<file path="src/rtl/fifo_pkg.sv">
// Shared definitions for the FIFO read-side blocks: default data width and
// the occupancy-counter width helper.
package fifo_pkg;

  localparam int DEFAULT_DATA_W = 8;

  // An occupancy counter has to represent 0..depth inclusive.
  function automatic int occ_w(input int depth);
    return $clog2(depth + 1);
  endfunction

endpackage

</file>
<file path="src/rtl/fifo_rd_buf.sv">
// Small circular register buffer that absorbs words arriving from the FIFO's
// registered read port; the head entry is presented straight from its register.
module fifo_rd_buf
  import fifo_pkg::*;
#(
  parameter int DATA_W = DEFAULT_DATA_W,
  parameter int DEPTH  = 3,
  localparam int OCC_W = occ_w(DEPTH)
) (
  input  logic              clk,
  input  logic              rst_n,
  input  logic              i_push,
  input  logic [DATA_W-1:0] i_push_data,
  input  logic              i_pop,
  output logic [OCC_W-1:0]  o_occ,
  output logic [DATA_W-1:0] o_head_data
);

  localparam int PTR_W = (DEPTH > 1) ? $clog2(DEPTH) : 1;
  localparam logic [PTR_W-1:0] LAST_PTR = PTR_W'(DEPTH - 1);
  localparam logic [OCC_W-1:0] FULL_OCC = OCC_W'(DEPTH);

  logic [DATA_W-1:0] r_mem [DEPTH];
  logic [PTR_W-1:0]  r_head;
  logic [PTR_W-1:0]  r_tail;
  logic [OCC_W-1:0]  r_occ;

  // DEPTH need not be a power of two, so pointers wrap explicitly.
  function automatic logic [PTR_W-1:0] next_ptr(input logic [PTR_W-1:0] p);
    return (p == LAST_PTR) ? '0 : p + 1'b1;
  endfunction

  always_ff @(posedge clk or negedge rst_n) begin
    if (!rst_n) begin
      r_head <= '0;
      r_tail <= '0;
      r_occ  <= '0;
      for (int i = 0; i < DEPTH; i++) begin
        r_mem[i] <= '0;
      end
    end else begin
      if (i_push) begin
        r_mem[r_tail] <= i_push_data;
        r_tail        <= next_ptr(r_tail);
      end
      if (i_pop) begin
        r_head <= next_ptr(r_head);
      end
      case ({i_push, i_pop})
        2'b10:   r_occ <= r_occ + 1'b1;
        2'b01:   r_occ <= r_occ - 1'b1;
        default: r_occ <= r_occ;
      endcase
    end
  end

  assign o_occ       = r_occ;
  assign o_head_data = r_mem[r_head];

  a_occ_bound: assert property (@(posedge clk) disable iff (!rst_n)
    r_occ <= FULL_OCC);

  a_no_push_when_full: assert property (@(posedge clk) disable iff (!rst_n)
    !(i_push && (r_occ == FULL_OCC)));

endmodule

</file>
<file path="src/rtl/fifo_rd_stream.sv">
// Read-side controller for the synchronous FIFO: issues reads, hides the
// one-cycle read latency in a local buffer and presents a valid/ready stream.
module fifo_rd_stream
  import fifo_pkg::*;
#(
  parameter int DATA_W    = DEFAULT_DATA_W,
  parameter int BUF_DEPTH = 3,
  parameter int CNT_W     = 16
) (
  input  logic              clk,
  input  logic              rst_n,
  input  logic              en,
  output logic              fifo_rd_en,
  input  logic [DATA_W-1:0] fifo_data_out,
  input  logic              fifo_empty,
  output logic              m_valid,
  output logic [DATA_W-1:0] m_data,
  input  logic              m_ready,
  output logic              busy,
  output logic [CNT_W-1:0]  xfer_cnt
);

  localparam int OCC_W = occ_w(BUF_DEPTH);

  logic [OCC_W-1:0] w_occ;
  logic             w_room;
  logic             w_pop;
  logic             r_inflight;
  logic [CNT_W-1:0] r_xfer_cnt;

  // Reserve a slot for the word still in flight so a capture never overflows;
  // m_ready is deliberately kept out of this path.
  assign w_room     = (int'(w_occ) + int'(r_inflight)) < BUF_DEPTH;
  assign fifo_rd_en = rst_n && en && !fifo_empty && w_room;

  assign m_valid  = (w_occ != '0);
  assign w_pop    = m_valid && m_ready;
  assign busy     = m_valid || r_inflight;
  assign xfer_cnt = r_xfer_cnt;

  always_ff @(posedge clk or negedge rst_n) begin
    if (!rst_n) begin
      r_inflight <= 1'b0;
      r_xfer_cnt <= '0;
    end else begin
      r_inflight <= fifo_rd_en;
      if (w_pop) begin
        r_xfer_cnt <= r_xfer_cnt + 1'b1;
      end
    end
  end

  fifo_rd_buf #(
    .DATA_W (DATA_W),
    .DEPTH  (BUF_DEPTH)
  ) u_buf (
    .clk         (clk),
    .rst_n       (rst_n),
    .i_push      (r_inflight),
    .i_push_data (fifo_data_out),
    .i_pop       (w_pop),
    .o_occ       (w_occ),
    .o_head_data (m_data)
  );

  a_no_read_when_empty: assert property (@(posedge clk) disable iff (!rst_n)
    !(fifo_rd_en && fifo_empty));

endmodule

</file>
<file path="config.mk">
export PLATFORM = sky130hd
export DESIGN_NAME = fifo_rd_stream
export DESIGN_NICKNAME = d
export VERILOG_FILES = /design/src/rtl/fifo_pkg.sv /design/src/rtl/fifo_rd_buf.sv /design/src/rtl/fifo_rd_stream.sv
export SDC_FILE = /design/constraint.sdc
export NUM_CORES = 1
export LEC_CHECK = 0
export CAP_MARGIN = 20
export CORE_MARGIN = 10
export CORE_UTILIZATION = 50
export DETAILED_ROUTE_END_ITERATION = 7
export DONT_BUFFER_PORTS = 1
export HOLD_SLACK_MARGIN = 0.03
export PLACE_DENSITY_LB_ADDON = 0.08
export SKIP_CTS_REPAIR_TIMING = 1
export SYNTH_ARGS = -nofsm -noshare
export SYNTH_HDL_FRONTEND = slang
export SYNTH_SLANG_ARGS = --single-unit
</file>
<file path="constraint.sdc">
create_clock -name clk -period 1.6 [get_ports clk]
set_input_delay 0.48 -clock clk [delete_from_list [all_inputs] [get_ports clk]]
set_output_delay 0.48 -clock clk [all_outputs]
set_load 0.1 [all_outputs]
</file>
# Word level (Yosys, flattened, before mapping)
# Index checks and enable logic that the tools add are counted.
# word_totals
word_cells,42
inputBits,13
out_inout_bits,27
reg_bits,47
# op_classes
n_reduce_logical,9
magnitude_cmp,4
n_addsub,6
eq_ne,4
n_mux,9
n_bitwise,2
# op_table
operator,n
bitwise mux 24 bit,1
2-to-1 mux 8 bit,3
"adder 16 x 1 -> 16 bit, second input constant",1
binary-select mux 8 bit (select 2 bit),1
demux 8 bit (select 2 bit),1
"adder 2 x 1 -> 2 bit, second input constant",3
"== test 2 bit, second input constant",3
"greater-or-equal comparator 3 bit, second input constant",2
NOT 2 -> 3 bit,2
logical AND 1 bit,5
2-to-1 mux 2 bit,2
one-hot mux 2 bit (2 select lines),1
nonzero test 2 bit,2
adder 2 x 1 -> 3 bit,1
"less-than comparator 3 x 1 -> 1 bit, second input constant",1
"less-than comparator 3 x 2 -> 1 bit, second input constant",1
"== test 2 x 1 -> 1 bit, second input constant",1
"subtractor 2 x 1 -> 2 bit, second input constant",1
logical NOT 1 bit,1
logical OR 1 bit,1

# Depth between registers and ports, before layout
# logic_depth
ltp_word,6
depth_mapped,6
ltp_nobuf,6

# Hierarchy
# Synthesis repeated with hierarchy kept, for this count alone.
# unflattened
hier_cells,166
hier_area_um2,2123.3
# by_module_without_submodules
mod,instances,cells_per_inst,seq_area_each_um2,area_each_um2
fifo_rd_buf,1,98,750.7,1305.0
fifo_rd_stream,1,68,425.4,818.3

# Worst setup path after synthesis
# Ideal clock, no wire load.
# synth_path
path_kind,register -> register
startpoint,reg u_buf.r_occ[0] (netlist: u_buf.o_occ[0])
endpoint,reg r_inflight
n_path_buf,0
stages_incl_launch_ff,4
slack_ns,-4.721
arrival_time_ns,5.715
required_time_ns,0.994
setup_ns,0.606
synth_period_minus_slack_ns,6.321
cell_sequence,dfrtp_1 > ha_1 > ha_1 > a2111oi_0
# synth_between
elab_chain_cells,3
# synth_rtl
element,line,text
"start, declared",fifo_rd_buf.sv:26,logic [OCC_W-1:0] r_occ;
"start signal, assigned",fifo_rd_buf.sv:50,2'b10: r_occ <= r_occ + 1'b1;
"start signal, assigned",fifo_rd_buf.sv:51,2'b01: r_occ <= r_occ - 1'b1;
"start signal, assigned",fifo_rd_buf.sv:52,default: r_occ <= r_occ;
adder 2 x 1 -> 3 bit,fifo_rd_stream.sv:33,assign w_room = (int'(w_occ) + int'(r_inflight)) < BUF_DEPTH;
less-than comparator 3 x 2 -> 1 bit,fifo_rd_stream.sv:33,
logical AND 1 bit,fifo_rd_stream.sv:34,assign fifo_rd_en = rst_n && en && !fifo_empty && w_room;
named net fifo_rd_en,fifo_rd_stream.sv:13,"output logic fifo_rd_en,"
"end signal, assigned",fifo_rd_stream.sv:46,r_inflight <= fifo_rd_en;
"end, declared",fifo_rd_stream.sv:28,logic r_inflight;
# The timed path passes the listed nets, and every way through them passes these cells.
# A chain may end at the register's enable or synchronous reset.

# Final worst setup path
# layout_path
startpoint,reg u_buf.r_occ[0] (netlist: u_buf.o_occ[0])
endpoint,out fifo_rd_en
# layout_between
elab_chain_cells,3
# layout_rtl
element,line
adder 2 x 1 -> 3 bit,fifo_rd_stream.sv:33
less-than comparator 3 x 2 -> 1 bit,fifo_rd_stream.sv:33
logical AND 1 bit,fifo_rd_stream.sv:34
"end, declared",fifo_rd_stream.sv:13
# Every way passes these cells.

==> results.md <==
* Share of flip-flops with an asynchronous set or reset at between 90% and 100%
* Reg area at between 1000 and 1500 sq um
* Bufs and invs on worst path at 1
* Crit-path slowest cell: dfrtp_2
* Time the worst path needs with I/O delays and setup at 2.20 ns
* Final Setup Violations at 13
* WL met2 at 2.57 mm
* Run status: finished, violations left
* Root cell of the clock tree: clkbuf_8
* Area of the die at around 7300 sq um
* Stage delay of the slowest cell on the critical path at 0.43 ns
* Proportion of synthesized area in mux cells at 17.9%
* TritonCTS Buffers at 5
* Number of top-level design ports at 40
* Height of the die at roughly 85 um
* Floorplan Core Area at around 4100 sq um
* Clock latency on the worst-skew pair at 0.30 ns
* Count of vias placed by the detailed router at ~1400
* Post-synthesis register bit count at 47
* Met3 routed wirelength at between 300 and 400 um
* Clock transition at path regs at 0.08 ns
* H-Tree Depth at 2
* Max_cap viols at 0
* Area share of xor/xnor cells in the synthesized design at 7.41%
* Setup repair after global routing missed its margin: true
* Layout cell share with drive strength beyond 1 at between 60% and 70%
* CP arrival at 1.72 ns
* Antenna-violating nets left at 0
* Synth Area in Compound Gates at about 4.3%
* Top_reg_cell synth: dfrtp_1
* Met1 Wirelength at approximately 2.0 mm
* Netlist cell types at 33
* Sequential cell area fraction in the yosys report at between 50% and 60%
* Violation count after the first detailed-route iteration at 65
* Synthesized instance count at 166
* Top cell type by total area after synthesis: dfrtp_1
* Average footprint of a synthesized cell at between 10 and 15 sq um
* Largest net degree at the start of global routing at 49
* Share of the synthesized area in the top cell type at between 50 and 60%
* Deepest clock path buffer count at 2
* Max-slew violation count at 0
* Overall die width at 85.2 um
* Fraction of the core area covered by cells at the end of the flow at a little under 80%
* Main combinational cell family by area after synthesis: multiplexers
* Post-DP HPWL at 3.57 mm
* Final WS setup at -0.595 ns
* Setup CP Type: reg -> out
* RePlAce Congestion at 0.796
* Nets in the synthesized netlist at approximately 180
* Ordered cell list for the critical path: ha_4 > ha_4 > a2111oi_4 > buf_12
* Required time of the worst setup path at about 1.1 ns
* Setup crit start kind: flop
* Number of global-route vias before repair at 1580
* Relative slew margins at between 70 and 80%
* Most frequent cell on the critical path: ha_4
* Worst min-delay path category: in -> reg
* Wire length of the first global-routing pass at just under 8 mm
* CTS tree: done
* Total number of placement rows at 23
* Adder and majority cell fraction of the synthesized area at ~2.4%
* Hold violation count in the final report at 0
* Number of antenna violations at the first check in global routing at 0
* Synthesized-area fraction occupied by and/or/nand/nor cells at roughly 11%
* All-Layer GR Usage at a little over an eighth
* Area contributors post-synth: dfrtp_1, mux2_2, mux2_4
* Maximum frequency from static timing analysis at roughly 0.46 GHz
* Number of diodes at 0
* Crit-path leading delay family: flip-flops
* Total area of multi-input combinational cells at ~1200 sq um
* Number of nets in the finished design at 239
* Drt first pass iters at 4
* Number of synthesized flops with an enable pin at 0
* Capturing element type of the critical path: primary output
* Leading cell types in the layout, fill and taps excluded: dfrtp_1, buf_4, buf_12
* Highest metal layer with signal wires: met4
* Final routed wirelength across all metal layers at about 5 mm
* Buffers added on ports at 0
* Maximum fanout count along the critical path at 2
* Actual transition at the worst max-transition pin at between 0.3 and 0.4 ns
* # fillers at roughly 240
* Total number of yosys warnings at 0
* Grt ovf at 0
* Detailed-route vias per instance at roughly 5.3
* Num Clock Sinks at 47
* Layout-stage area growth over the synthesis result at 49.5%
* Period utilisation layout at 137%
* Netlist area before placement at roughly 2100 sq um
* DRC Markers at 0
* Wire length per cell at between 15 and 20 um
* Failing checks: negative setup slack
* Commonest non-fill, non-tap cell in the layout: dfrtp_1
* Clock skew at approximately 0.0050 ns
* Starting utilization of the core area at 52.4%
-- state kept, by name (all words and copies together), names as in the netlist --
| signal | cells |
|---|---|
| xfer_cnt | 16 |
| r_inflight | 1 |
| u_buf.o_occ | 2 |
| u_buf.r_tail | 2 |
| u_buf.r_mem | 24 |
| u_buf.r_head | 2 |
-- layout make-up --
| cell class | instances | share of cell area, % |
|---|---|---|
| Multi-Input combinational cell | 111 | 36.3 |
| Sequential cell | 47 | 38.4 |
| Timing Repair Buffer | 53 | 19.9 |
| Clock buffer | 7 | 2.71 |
| Clock inverter | 1 | 0.157 |
| Tap cell | 50 | 1.97 |
| Inverter | 4 | 0.472 |
-- per-stage QoR --
| stage | cells | hold slack (ns) | setup WS [ns] | cell area (sq um) | setup TNS, ns |
|---|---|---|---|---|---|
| finish | 273 | 0.244 | -0.595 | 3180 | -3.55 |
| global route | 273 | 0.229 | -0.655 | 3180 | -4.47 |
| CTS | 263 | -0.146 | -0.600 | 2960 | -4.36 |
| detailed placement | 255 | 0.186 | -0.275 | 2870 | -0.587 |
| global placement | 255 | 0.186 | -0.229 | 2870 | -0.450 |
| floorplan | 166 | 0.184 | -0.887 | 2330 | -2.57 |
-- layer usage --
metal / global-route usage (%) / vias up
met4: 5.09 / 0
met3: 5.16 / 7
met1: 14.0 / 729
met2: 22.6 / 29
met5: 0 / -
li1: - / 682
-- cells by family after synthesis --
logic type                 after synthesis
DFF                                     47
muxes                                   32
adders and majority gates                4
AOI/OAI and AO/OA                       14
and+or+nand+nor                         43
xor gates and xnor gates                18
buffers and inverters                    8
-- cells in the mapped netlist (2+ instances only) --
cell type / count
and3_1: 2
and4_1: 2
buf_2: 2
clkbuf_1: 2
dfrtp_1: 47
ha_1: 4
inv_2: 3
mux2_1: 4
mux2_2: 12
mux2_4: 8
mux2i_1: 8
nand2_1: 19
nand3_1: 7
nor2_1: 3
o21ai_0: 9
xnor2_1: 13
xor2_1: 5
-- path summary, 6_finish.rpt --
check	from	to	slack, ns	cells after the start
min in group asynchronous	rst_n	u_buf.r_mem[4]$_DFFE_PN0P_	0.68	2
max reg2reg	u_buf.o_occ[1]$_DFFE_PN0P_	u_buf.o_occ[1]$_DFFE_PN0P_	-0.08	8
min reg2reg	xfer_cnt[15]$_DFFE_PN0P_	xfer_cnt[15]$_DFFE_PN0P_	0.48	1
max	u_buf.o_occ[0]$_DFFE_PN0P_	fifo_rd_en	-0.60	4
max in group asynchronous	rst_n	xfer_cnt[5]$_DFFE_PN0P_	0.69	2
min	fifo_empty	r_inflight$_DFF_PN0_	0.24	1
Power is not shown: default switching activity piles up to over one toggle a cycle in this logic, so the estimate is an artifact.
